**config.mk**
```make
export PLATFORM = sky130hd
export DESIGN_NAME = exibe_sequencia_flat
export DESIGN_NICKNAME = d
export VERILOG_FILES = /design/src/rtl/exibe_sequencia_if.sv /design/src/rtl/exibe_sequencia.sv /design/src/flat_wrapper.sv
export SDC_FILE = /design/constraint.sdc
export NUM_CORES = 1
export LEC_CHECK = 0
export CORE_MARGIN = 4
export CORE_UTILIZATION = 50
export CTS_BUF_LIST = sky130_fd_sc_hd__clkbuf_4 sky130_fd_sc_hd__clkbuf_8
export CTS_CLUSTER_DIAMETER = 120
export CTS_CLUSTER_SIZE = 16
export DETAILED_ROUTE_END_ITERATION = 16
export GPL_TIMING_DRIVEN = 0
export PLACE_DENSITY = 0.78
export SLEW_MARGIN = 20
export SYNTH_ARGS = -nofsm -noshare
export SYNTH_HDL_FRONTEND = slang
export SYNTH_SLANG_ARGS = --single-unit
```
**constraint.sdc**
```tcl
create_clock -name clock -period 2 [get_ports clock]
set_input_delay 0.4 -clock clock [delete_from_list [all_inputs] [get_ports clock]]
set_output_delay 0.4 -clock clock [all_outputs]
set_load 0.005 [all_outputs]
```
**src/rtl/exibe_sequencia_if.sv**
```systemverilog
// Bus between the game's main control unit (master) and the LED sequence presenter (slave).
// The slave also drives the sequence-memory address and reads its combinational data.
interface exibe_sequencia_if #(
  parameter int ADDR_W = 4,
  parameter int DATA_W = 4
);
  logic              iniciar;
  logic              parar;
  logic [ADDR_W-1:0] limite;
  logic [DATA_W-1:0] dado_memoria;
  logic [ADDR_W-1:0] endereco;
  logic [DATA_W-1:0] leds;
  logic              ocupado;
  logic              pronto;
  logic [3:0]        db_estado;

  modport master (
    output iniciar, parar, limite, dado_memoria,
    input  endereco, leds, ocupado, pronto, db_estado
  );

  modport slave (
    input  iniciar, parar, limite, dado_memoria,
    output endereco, leds, ocupado, pronto, db_estado
  );
endinterface

```
**src/rtl/exibe_sequencia.sv**
```systemverilog
// Shows the stored sequence of the current round on the LEDs, item by item, from
// address 0 up to the round limit, each lit for T_LIGA clocks then dark for T_DESLIGA.
module exibe_sequencia #(
  parameter int T_LIGA    = 500,
  parameter int T_DESLIGA = 250,
  parameter int ADDR_W    = 4,
  parameter int DATA_W    = 4
) (
  input  logic            clock,
  input  logic            reset,
  exibe_sequencia_if.slave bus
);
  localparam int T_MAX   = (T_LIGA > T_DESLIGA) ? T_LIGA : T_DESLIGA;
  localparam int TIMER_W = $clog2(T_MAX) + 1;
  localparam logic [TIMER_W-1:0] LIGA_FIM    = TIMER_W'(T_LIGA - 1);
  localparam logic [TIMER_W-1:0] DESLIGA_FIM = TIMER_W'(T_DESLIGA - 1);

  typedef enum logic [2:0] {
    OCIOSO  = 3'd0,
    CARREGA = 3'd1,
    MOSTRA  = 3'd2,
    APAGA   = 3'd3,
    AVANCA  = 3'd4,
    FIM     = 3'd5
  } estado_t;

  estado_t           estado;
  estado_t           estado_prox;
  logic [TIMER_W-1:0] timer;
  logic [ADDR_W-1:0]  endereco;
  logic [ADDR_W-1:0]  limite_reg;
  logic               liga_fim;
  logic               desliga_fim;

  assign liga_fim    = (timer == LIGA_FIM);
  assign desliga_fim = (timer == DESLIGA_FIM);

  always_ff @(posedge clock or posedge reset) begin
    if (reset) estado <= OCIOSO;
    else       estado <= estado_prox;
  end

  always_comb begin
    estado_prox = estado;
    case (estado)
      OCIOSO:  if (bus.iniciar) estado_prox = CARREGA;
      CARREGA: estado_prox = MOSTRA;
      MOSTRA:  if (liga_fim) estado_prox = APAGA;
      // Limit compare happens before any increment, so endereco never wraps.
      APAGA:   if (desliga_fim) estado_prox = (endereco == limite_reg) ? FIM : AVANCA;
      AVANCA:  estado_prox = MOSTRA;
      FIM:     estado_prox = OCIOSO;
      default: estado_prox = OCIOSO;
    endcase
    if (bus.parar) estado_prox = OCIOSO;
  end

  always_ff @(posedge clock or posedge reset) begin
    if (reset) begin
      timer      <= '0;
      endereco   <= '0;
      limite_reg <= '0;
    end else if (bus.parar) begin
      timer <= '0;
    end else begin
      case (estado)
        CARREGA: begin
          endereco   <= '0;
          timer      <= '0;
          limite_reg <= bus.limite;
        end
        MOSTRA:  timer <= liga_fim ? '0 : timer + 1'b1;
        APAGA:   timer <= desliga_fim ? '0 : timer + 1'b1;
        AVANCA:  endereco <= endereco + 1'b1;
        default: ;
      endcase
    end
  end

  always_comb begin
    bus.leds      = '0;
    bus.db_estado = 4'hF;
    case (estado)
      OCIOSO:  bus.db_estado = 4'h0;
      CARREGA: bus.db_estado = 4'h1;
      MOSTRA: begin
        bus.db_estado = 4'h2;
        bus.leds      = bus.dado_memoria;
      end
      APAGA:   bus.db_estado = 4'h3;
      AVANCA:  bus.db_estado = 4'h4;
      FIM:     bus.db_estado = 4'h5;
      default: bus.db_estado = 4'hF;
    endcase
  end

  assign bus.endereco = endereco;
  assign bus.ocupado  = (estado != OCIOSO);
  assign bus.pronto   = (estado == FIM);
endmodule

```
**src/flat_wrapper.sv**
```systemverilog
// flat-port wrapper written by rule: the top's interface ports become plain ports
module exibe_sequencia_flat 
#(
  parameter int T_LIGA    = 500,
  parameter int T_DESLIGA = 250,
  parameter int ADDR_W    = 4,
  parameter int DATA_W    = 4
)
  (clock, reset, bus_iniciar, bus_parar, bus_limite, bus_dado_memoria, bus_endereco, bus_leds, bus_ocupado, bus_pronto, bus_db_estado);
  exibe_sequencia_if #(.ADDR_W(ADDR_W), .DATA_W(DATA_W)) bus_i ();
  input  logic clock;
  input  logic reset;
  input wire logic [$bits(bus_i.iniciar)-1:0] bus_iniciar;
  input wire logic [$bits(bus_i.parar)-1:0] bus_parar;
  input wire logic [$bits(bus_i.limite)-1:0] bus_limite;
  input wire logic [$bits(bus_i.dado_memoria)-1:0] bus_dado_memoria;
  output wire logic [$bits(bus_i.endereco)-1:0] bus_endereco;
  output wire logic [$bits(bus_i.leds)-1:0] bus_leds;
  output wire logic [$bits(bus_i.ocupado)-1:0] bus_ocupado;
  output wire logic [$bits(bus_i.pronto)-1:0] bus_pronto;
  output wire logic [$bits(bus_i.db_estado)-1:0] bus_db_estado;
  assign bus_i.iniciar = bus_iniciar;
  assign bus_i.parar = bus_parar;
  assign bus_i.limite = bus_limite;
  assign bus_i.dado_memoria = bus_dado_memoria;
  assign bus_endereco = bus_i.endereco;
  assign bus_leds = bus_i.leds;
  assign bus_ocupado = bus_i.ocupado;
  assign bus_pronto = bus_i.pronto;
  assign bus_db_estado = bus_i.db_estado;
  exibe_sequencia #(.T_LIGA(T_LIGA), .T_DESLIGA(T_DESLIGA), .ADDR_W(ADDR_W), .DATA_W(DATA_W)) u_core (.clock(clock), .reset(reset), .bus(bus_i));
endmodule
```
==> impl.org, run 1 <==
** Synthesis
- Ranked by total cell area, the synthesized netlist is headed by dfrtp_1 41%, mux2_2 4.4%, xor2_1 4.1%, o21ai_0 3.9%, nand2_1 3.5%.
- After technology mapping, the gate count stands at between 100 and 150.
- After synthesis the netlist holds a flip-flop and latch count of 21.
- The share of the Yosys chip area taken by registers is 41.2%.
- Number of warnings printed during yosys synthesis :: 0
- The number of nets in the synthesized netlist is 148.
- In this run, distinct cell masters in the synthesized netlist total 38.
- Of all cell types, the one taking the most synthesized area is dfrtp_1.
- After synthesis the cells add up to ~1300 µm².
- The top cell type by area accounts for 41.2% of the synthesized area.
- Post-Synthesis Mean Instance Area :: 9.59 µm²

** Power
- Maximum resistive drop on vdd :: approximately 0.50 mV
- After layout, the design draws a total of ~1.2 mW.
- Total power per unit cell area :: roughly 700 nW/µm²
- For this design the static power due to leakage is just over 0.7 nW.

** Place
- Routability cong. :: roughly 0.88
- Quantity of I/O buffers inserted on ports :: 24
- In this run the cell area measured after placement is ~1600 µm².
- After legalization and detailed placement, the total HPWL measured about 2.1 mm.
- Counting tap cells, the placed design contains a total of around 190 instances.

** Worst setup path
- STA classifies the critical path startpoint as a flip-flop.
- The worst setup path is captured at an output pin.
- Required @ worst endpoint :: ~1.6 ns
- The critical path is of the flip-flop to output pin type.
- Data arrival at the endpoint of the critical path :: 1.53 ns
- The worst register-to-register path has a setup slack of 0.28 ns.
- Cell chain of the critical path :: buf_4, or3_4, dlygate4sd2_1
- Cell family with most CP delay :: flip-flops
- Crit-path max FO :: 4
- The critical path contains buffers and inverters numbering 2 combined.
- The largest individual stage delay along the critical path comes from the cell dfrtp_2.
- Peak per-stage delay on the critical path :: about 0.43 ns

** Route
- Number of iterations in the first detailed-routing pass :: 4
- Once detail routing completed, the nets flagged for antenna violations numbered 0.
- Count of routing violations after the opening detailed-route iteration :: 18
- Detailed-route wire length per cell :: between 10 and 15 µm
- Total Wirelength :: between 2 and 3 mm
- Via count of the routed design :: roughly 1100
- DRC :: 0
- In the routed layout, each cell is associated on average with a via count of around 5.6.

** Timing
- Minimum clock period :: between 1.5 and 2 ns
- Max transition margin :: 46.2%
- In the final timing run, aggregate negative setup slack is 0 ns.
- Final Max Slew Viols :: 0
- After layout, the worst path uses a little over nine tenths of the clock period.
- Across the routed clock network, the largest skew measured is roughly 0.0087 ns.
- Timing would allow up to ~0.52 GHz.
- For the pin with the worst max-slew slack, the measured transition is 0.806 ns.
- Number of hold violations in the final report :: 0
- Hold is met by 0.517 ns.
- Final setup violation count :: 0

** Worst hold path
- The worst hold path belongs to the class primary input to asynchronous set/reset pin.

** Final layout
- Commonest non-fill, non-tap cell in the layout :: dfrtp_1
- From synthesis to final layout, the design area changed by 31.0%.
- In the layout the commonest cells are 20 x dfrtp_1, 16 x clkdlybuf4s50_1, 12 x nand2_1, 10 x o21ai_0, 9 x nor2_1.
- The count of cells in the finished layout, fillers not included, comes to ~200.
- The repair_antennas step left the layout with diodes totalling 0.
- Final std cell area, no fill :: ~1700 µm²
- For this run, the post-layout net count is approximately 180.
- The register with the most flip-flops in the layout has 10 of them.
- The post-route netlist has a little under a fifth of its cells at a drive strength greater than 1.

** Clock network
- Clock network latency to the later pin of the worst-skew pair :: 0.31 ns
- Count of hold buffers inserted by post-cts repair :: 0
- Maximum buffer depth of the clock tree :: 2
- CTS built an H-tree with a depth of 1.
- CTS tree :: done
- TritonCTS Sinks :: 21
- After clock tree synthesis, the clock-pin slew on the worst setup and hold paths is around 0.13 ns.
- Number of clock buffers inserted by TritonCTS :: 3
- CTS root buf :: clkbuf_4

** Global routing
- Wire length of the first global-routing pass :: around 4.9 mm
- Overflow after GRT :: 0
- Entering global routing, the biggest net connects 22 pins.
- For this run, the total global-route usage over all layers was measured as between 10% and 20%.
- Vias in the first global route :: 1111
- The number of antenna violations at the first check in global routing was 0.

** Die
- Row cnt :: 18
- The die is about 58 µm tall.
- Initial Utilization :: approximately 52%
- I/O pin count :: 26
- The floorplan step set the die width to 58.5 µm.
- The die covers about 3400 µm².
- Core area :: between 2000 and 2500 µm²

** Flow run
- Count of max-cap constraint violations :: 0

** Outcome
- The flow ran to the end, and the final reports show no timing, DRC or antenna violations.
per-layer routing:
metal | vias to the layer above | track usage, % | share of wire (%)
li1 | 549 | - | -
met1 | 523 | 22.5 | 44
met2 | 16 | 32.2 | 52
met3 | 2 | 2.19 | 3.3
met4 | 0 | 6.62 | 0.66
met5 | - | 0 | 0
synthesized netlist by cell type:
cell and instances:
xor2_1 6, nand4b_1 1, o2111a_1 1, and4bb_2 1, buf_2 2, o211ai_1 1
mux2_2 5, nor2_1 10, and2_1 7, and4b_4 1, a22o_1 4, a21oi_1 4
ha_1 3, a2111oi_2 1, nand3b_1 1, buf_4 1, o21ba_2 1, o2111ai_1 2
or2_2 1, dfrtp_1 21, and3_1 1, clkbuf_1 4, nand3_1 4, nor3_1 4
o41ai_1 1, and4_1 1, o211ai_4 1, and3b_1 1, or3_1 4, xnor2_1 1
nand2b_1 3, o21ai_0 10, inv_1 5, o2bb2ai_1 2, o311ai_2 1, o31a_1 2
nand2_1 12, nand4_1 2
cell type report:
cell class              count  area [µm²]
multi-input cells         100         718
repair buffers             29         268
flip-flops and latches     21         527
clock inverters             1        7.51
well taps                  30        37.5
inverters                   5        18.8
fillers                   201         785
plain buffers               7        71.3
clock buffers               3        22.5
path summary, 6_finish.rpt:
kind | from | endpoint | cells after the start
max | u_core.estado[2] | bus_ocupado | 3
min | reset | u_core.timer[7] | 2
max reg2reg | u_core.timer[0] | u_core.timer[3] | 5
min reg2reg | u_core.limite_reg[0] | u_core.limite_reg[0] | 1
max in group asynchronous | reset | u_core.estado[2] | 2
min in group clock | bus_parar | u_core.estado[1] | 3
per-stage QoR:
step	util (%)	setup WS, ns
after global placement	63.3	0.0332
after global routing	68.0	-0.000933
after CTS	67.3	0.0137
after floorplan	-	0.473
after detailed placement	63.3	-0.0171
final	68.0	0.0657
cells by family after synthesis:
group	share of synthesized area (%)
simple gates	23.2
xor+xnor	4.81
buf+inv	4.02
fa+ha+maj	2.94
compound gates	19.4
flops	41.2
mux	4.42
power by group:
part / switching, mW / internal (mW) / total, mW
clock: 0.142 / 0.0762 / 0.218
sequential: 0.0604 / 0.492 / 0.552
combinational: 0.183 / 0.241 / 0.424
total: 0.385 / 0.809 / 1.19
timing repair:
item | in CTS | in global routing
resized for setup | 23 | 5
buffers inserted | 5 | 0
endpoints found under the setup margin | 8 | 6
Power figures use the tool's default switching activity.
==> run 2: changes to the inputs <==
Settings changed: GPL_TIMING_DRIVEN 0 to not set.
==> impl.org, run 2 (synthesis gave the netlist of run 1 again) <==
** Outcome
- Run status :: complete, no violations

** Route
- Detailed-route wire length per cell :: 14.2 µm (-3.1%)
- The count of TritonRoute iterations in the first routing pass is 4 (unchanged).
- The initial detailed-routing violation count was 28 (+10).
- The count of vias placed by the detailed router came to 1127 (+3.4%).
- The via count normalized by instance count came to 5.72 (+2.9%).
- The number of routed nets with antenna violations came to 0 (unchanged).
- The number of remaining DRC errors is 0 (unchanged).
- Total Wirelength :: 2.81 mm (-2.6%)

** Worst setup path
- STA classifies the critical path endpoint as an output pin.
- Kind of start point of the critical path :: flip-flop
- The critical-path maximum fanout came to 9 (+5).
- The signal arrival time at the worst endpoint came to 1.51 ns (-0.02 ns).
- The setup slack of the worst register-to-register path is 0.21 ns (-0.07 ns).
- The required time of the critical path came to 1.60 ns (about the same).
- Critical path start-end classification :: flip-flop to output pin

** Clock network
- The clock slew seen by the registers of the worst setup and hold paths was 0.13 ns (about the same).
- The number of buffers created by CTS came to 3 (unchanged).
- The clock sink count is 21 (unchanged).
- TritonCTS built the clock tree.
- Clock network latency to the later pin of the worst-skew pair :: 0.32 ns (about the same)
- Count of hold buffers inserted by post-cts repair :: 0 (unchanged)
- CTS root buf :: clkbuf_4
- H-tree levels :: 1 (unchanged)
- The number of buffers on the longest clock path was 2 (unchanged).

** Die
- Row cnt :: 18 (unchanged)
- Die Y-Extent :: 58.5 µm (unchanged)
- Core area :: 2450 µm² (unchanged)
- The starting utilization of the core area came to 51.9% (unchanged).
- The area of the die was 3420 µm² (unchanged).
- I/O pin count :: 26 (unchanged)
- Die W :: 58.5 µm (unchanged)

** Power
- The overall power of the completed layout is 1.17 mW (-1.8%).
- The fraction of power spent switching nets was 32.1% (-0.14 points).
- Relative contribution of combinational cells to total power :: 34.1% (-1.4 points)
- Part of the power in registers :: 47.9% (+1.7 points)
- The switching power is 377 µW (-2.2%).
- The internal power contribution was 797 µW (-1.6%).
- The power per cell area is 704 nW/µm² (-1.6%).
- Maximum resistive drop on vdd :: 0.511 mV (+2.8%)
- Share of total power in the clock network :: 18.0% (-0.3 points)
- The leakage power total came to 0.707 nW (-0.70%).

** Global routing
- The number of global-route vias before repair is 1160 (+4.4%).
- The number of antenna violations at the first check in global routing is 0 (unchanged).
- Overflow after GRT :: 0 (unchanged)
- Pin count of the biggest net entering global routing :: 22 (unchanged)
- The first-pass GRT wire length is 5.03 mm (+3.7%).
- GRT Total Usage :: 18.9% (+0.74 points)

** Place
- The count of buffers from port buffering is 25 (+4.2%).
- Routability cong. :: 0.823 (-6.4%)
- The half-perimeter wire length of the detailed placement result came to 2.19 mm (+2.9%).

** Final layout
- The number of diodes is 0 (unchanged).
- Area taken by flip-flops and latches :: 527 µm² (unchanged)
- The number of nets in the finished design came to 183 (+0.55%).
- The flip-flop count of the largest register, all copies and words added came to 10 (unchanged).
- Leading cell types in the layout, fill and taps excluded :: 20 x dfrtp_1, 19 x clkdlybuf4s50_1, 12 x nand2_1, 11 x buf_4, 10 x o21ai_0
- The share of post-route cells with drive strength above 1 is 19.2% (+0.49 points).
- Area growth from synthesis to layout :: 30.8%
- Fill cell count :: 199 (-1.0%)
- Commonest non-fill, non-tap cell in the layout :: dfrtp_1
- Multi-input gate area :: 718 µm² (unchanged)

** Timing
- Final Max Slew Viols :: 0 (unchanged)
- Summed negative setup slack over all endpoints :: 0 ns (unchanged)
- Worst clock skew on the final layout :: 0.0131 ns (+0.00440 ns)
- Maximum clock rate :: 0.522 GHz (+1.0%)
- The final critical-path required period was 1.91 ns (-0.0194 ns).
- Unrepaired setup endpoints after global routing :: false
- The final-report hold violation count came to 0 (unchanged).
- The post-route fraction of the period consumed by the critical path was 95.7% (-0.97 points).
- The max-slew headroom at the worst pin came to 68.7% (+23 points).
- Final setup violation count :: 0 (unchanged)
- Slew @ Worst Pin :: 0.465 ns (-0.342 ns)

** Worst hold path
- Hold WC Path Type :: primary input to asynchronous set/reset pin

** Flow run
- The number of max-capacitance violations reported is 0 (unchanged).
[run 2: changes by cell type in the layout (fill, tap and decap cells not counted)]
cell	delta
dlygate4sd2_1	-1
clkdlybuf4s50_1	+3
clkbuf_16	-1
buf_6	-1
buf_2	-2
buf_4	+6
clkbuf_1	-2
buf_8	-1
[run 2: per-layer routing]
layer | wire length (µm) | vias up | GRT usage (%)
li1 | - | 548 | -
met1 | 1160 | 551 | 21.2
met2 | 1490 | 21 | 35.2
met3 | 96 | 7 | 2.63
met4 | 63 | 0 | 7.95
met5 | 0 | - | 0
[run 2: timing repair]
item	CTS	global route
buffers inserted	2	0
resized for setup	10	2
setup endpoints to repair	6	2
[run 2: stage by stage]
stage	worst slack [ns]	hold slack, ns	utilization (%)	std cells	cell area [µm²]
floorplan	0.473	0.377	-	133	1270
global placement	0.154	0.502	65.4	191	1610
detailed placement	0.145	0.519	65.4	191	1610
CTS	0.0351	0.405	67.6	197	1660
global route	0.0174	0.444	67.9	197	1670
finish	0.0851	0.402	67.9	197	1670
[run 2: power by group through the flow]
| stage | clock network, mW | registers, mW | logic [mW] |
|---|---|---|---|
| 2_1_floorplan | 0 | 0.551 | 0.239 |
| 4_1_cts | 0.221 | 0.561 | 0.399 |
| 5_1_grt | 0.241 | 0.576 | 0.443 |
| 3_5_place_dp | 0 | 0.566 | 0.400 |
| 6_report | 0.211 | 0.563 | 0.400 |
| 3_3_place_gp | 0 | 0.561 | 0.382 |
[run 2: cell type report]
| type | count | share of cell area (%) |
|---|---|---|
| clock buffers | 3 | 1.35 |
| clock inverters | 1 | 0.450 |
| inverters | 5 | 1.13 |
| multi-input cells | 100 | 43.1 |
| flip-flops and latches | 21 | 31.6 |
| well taps | 30 | 2.25 |
| repair buffers | 37 | 20.2 |
[run 2: worst paths after layout]
kind	from	end	depth (start not counted)
max reg2reg	u_core.estado[0]	u_core.timer[3]	5
max in group asynchronous	reset	u_core.estado[1]	3
min reg2reg	u_core.limite_reg[0]	u_core.limite_reg[0]	1
min in group clock	u_core.limite_reg[0]	u_core.limite_reg[0]	1
min	reset	u_core.timer[6]	3
max	u_core.estado[2]	bus_db_estado[0]	4
[run 2: critical path, stage by stage (launching register included)]
cell and delay [ns]:
dfrtp_1 0.41, buf_6 0.14, and2_1 0.14, or2_2 0.26, dlygate4sd2_1 0.26
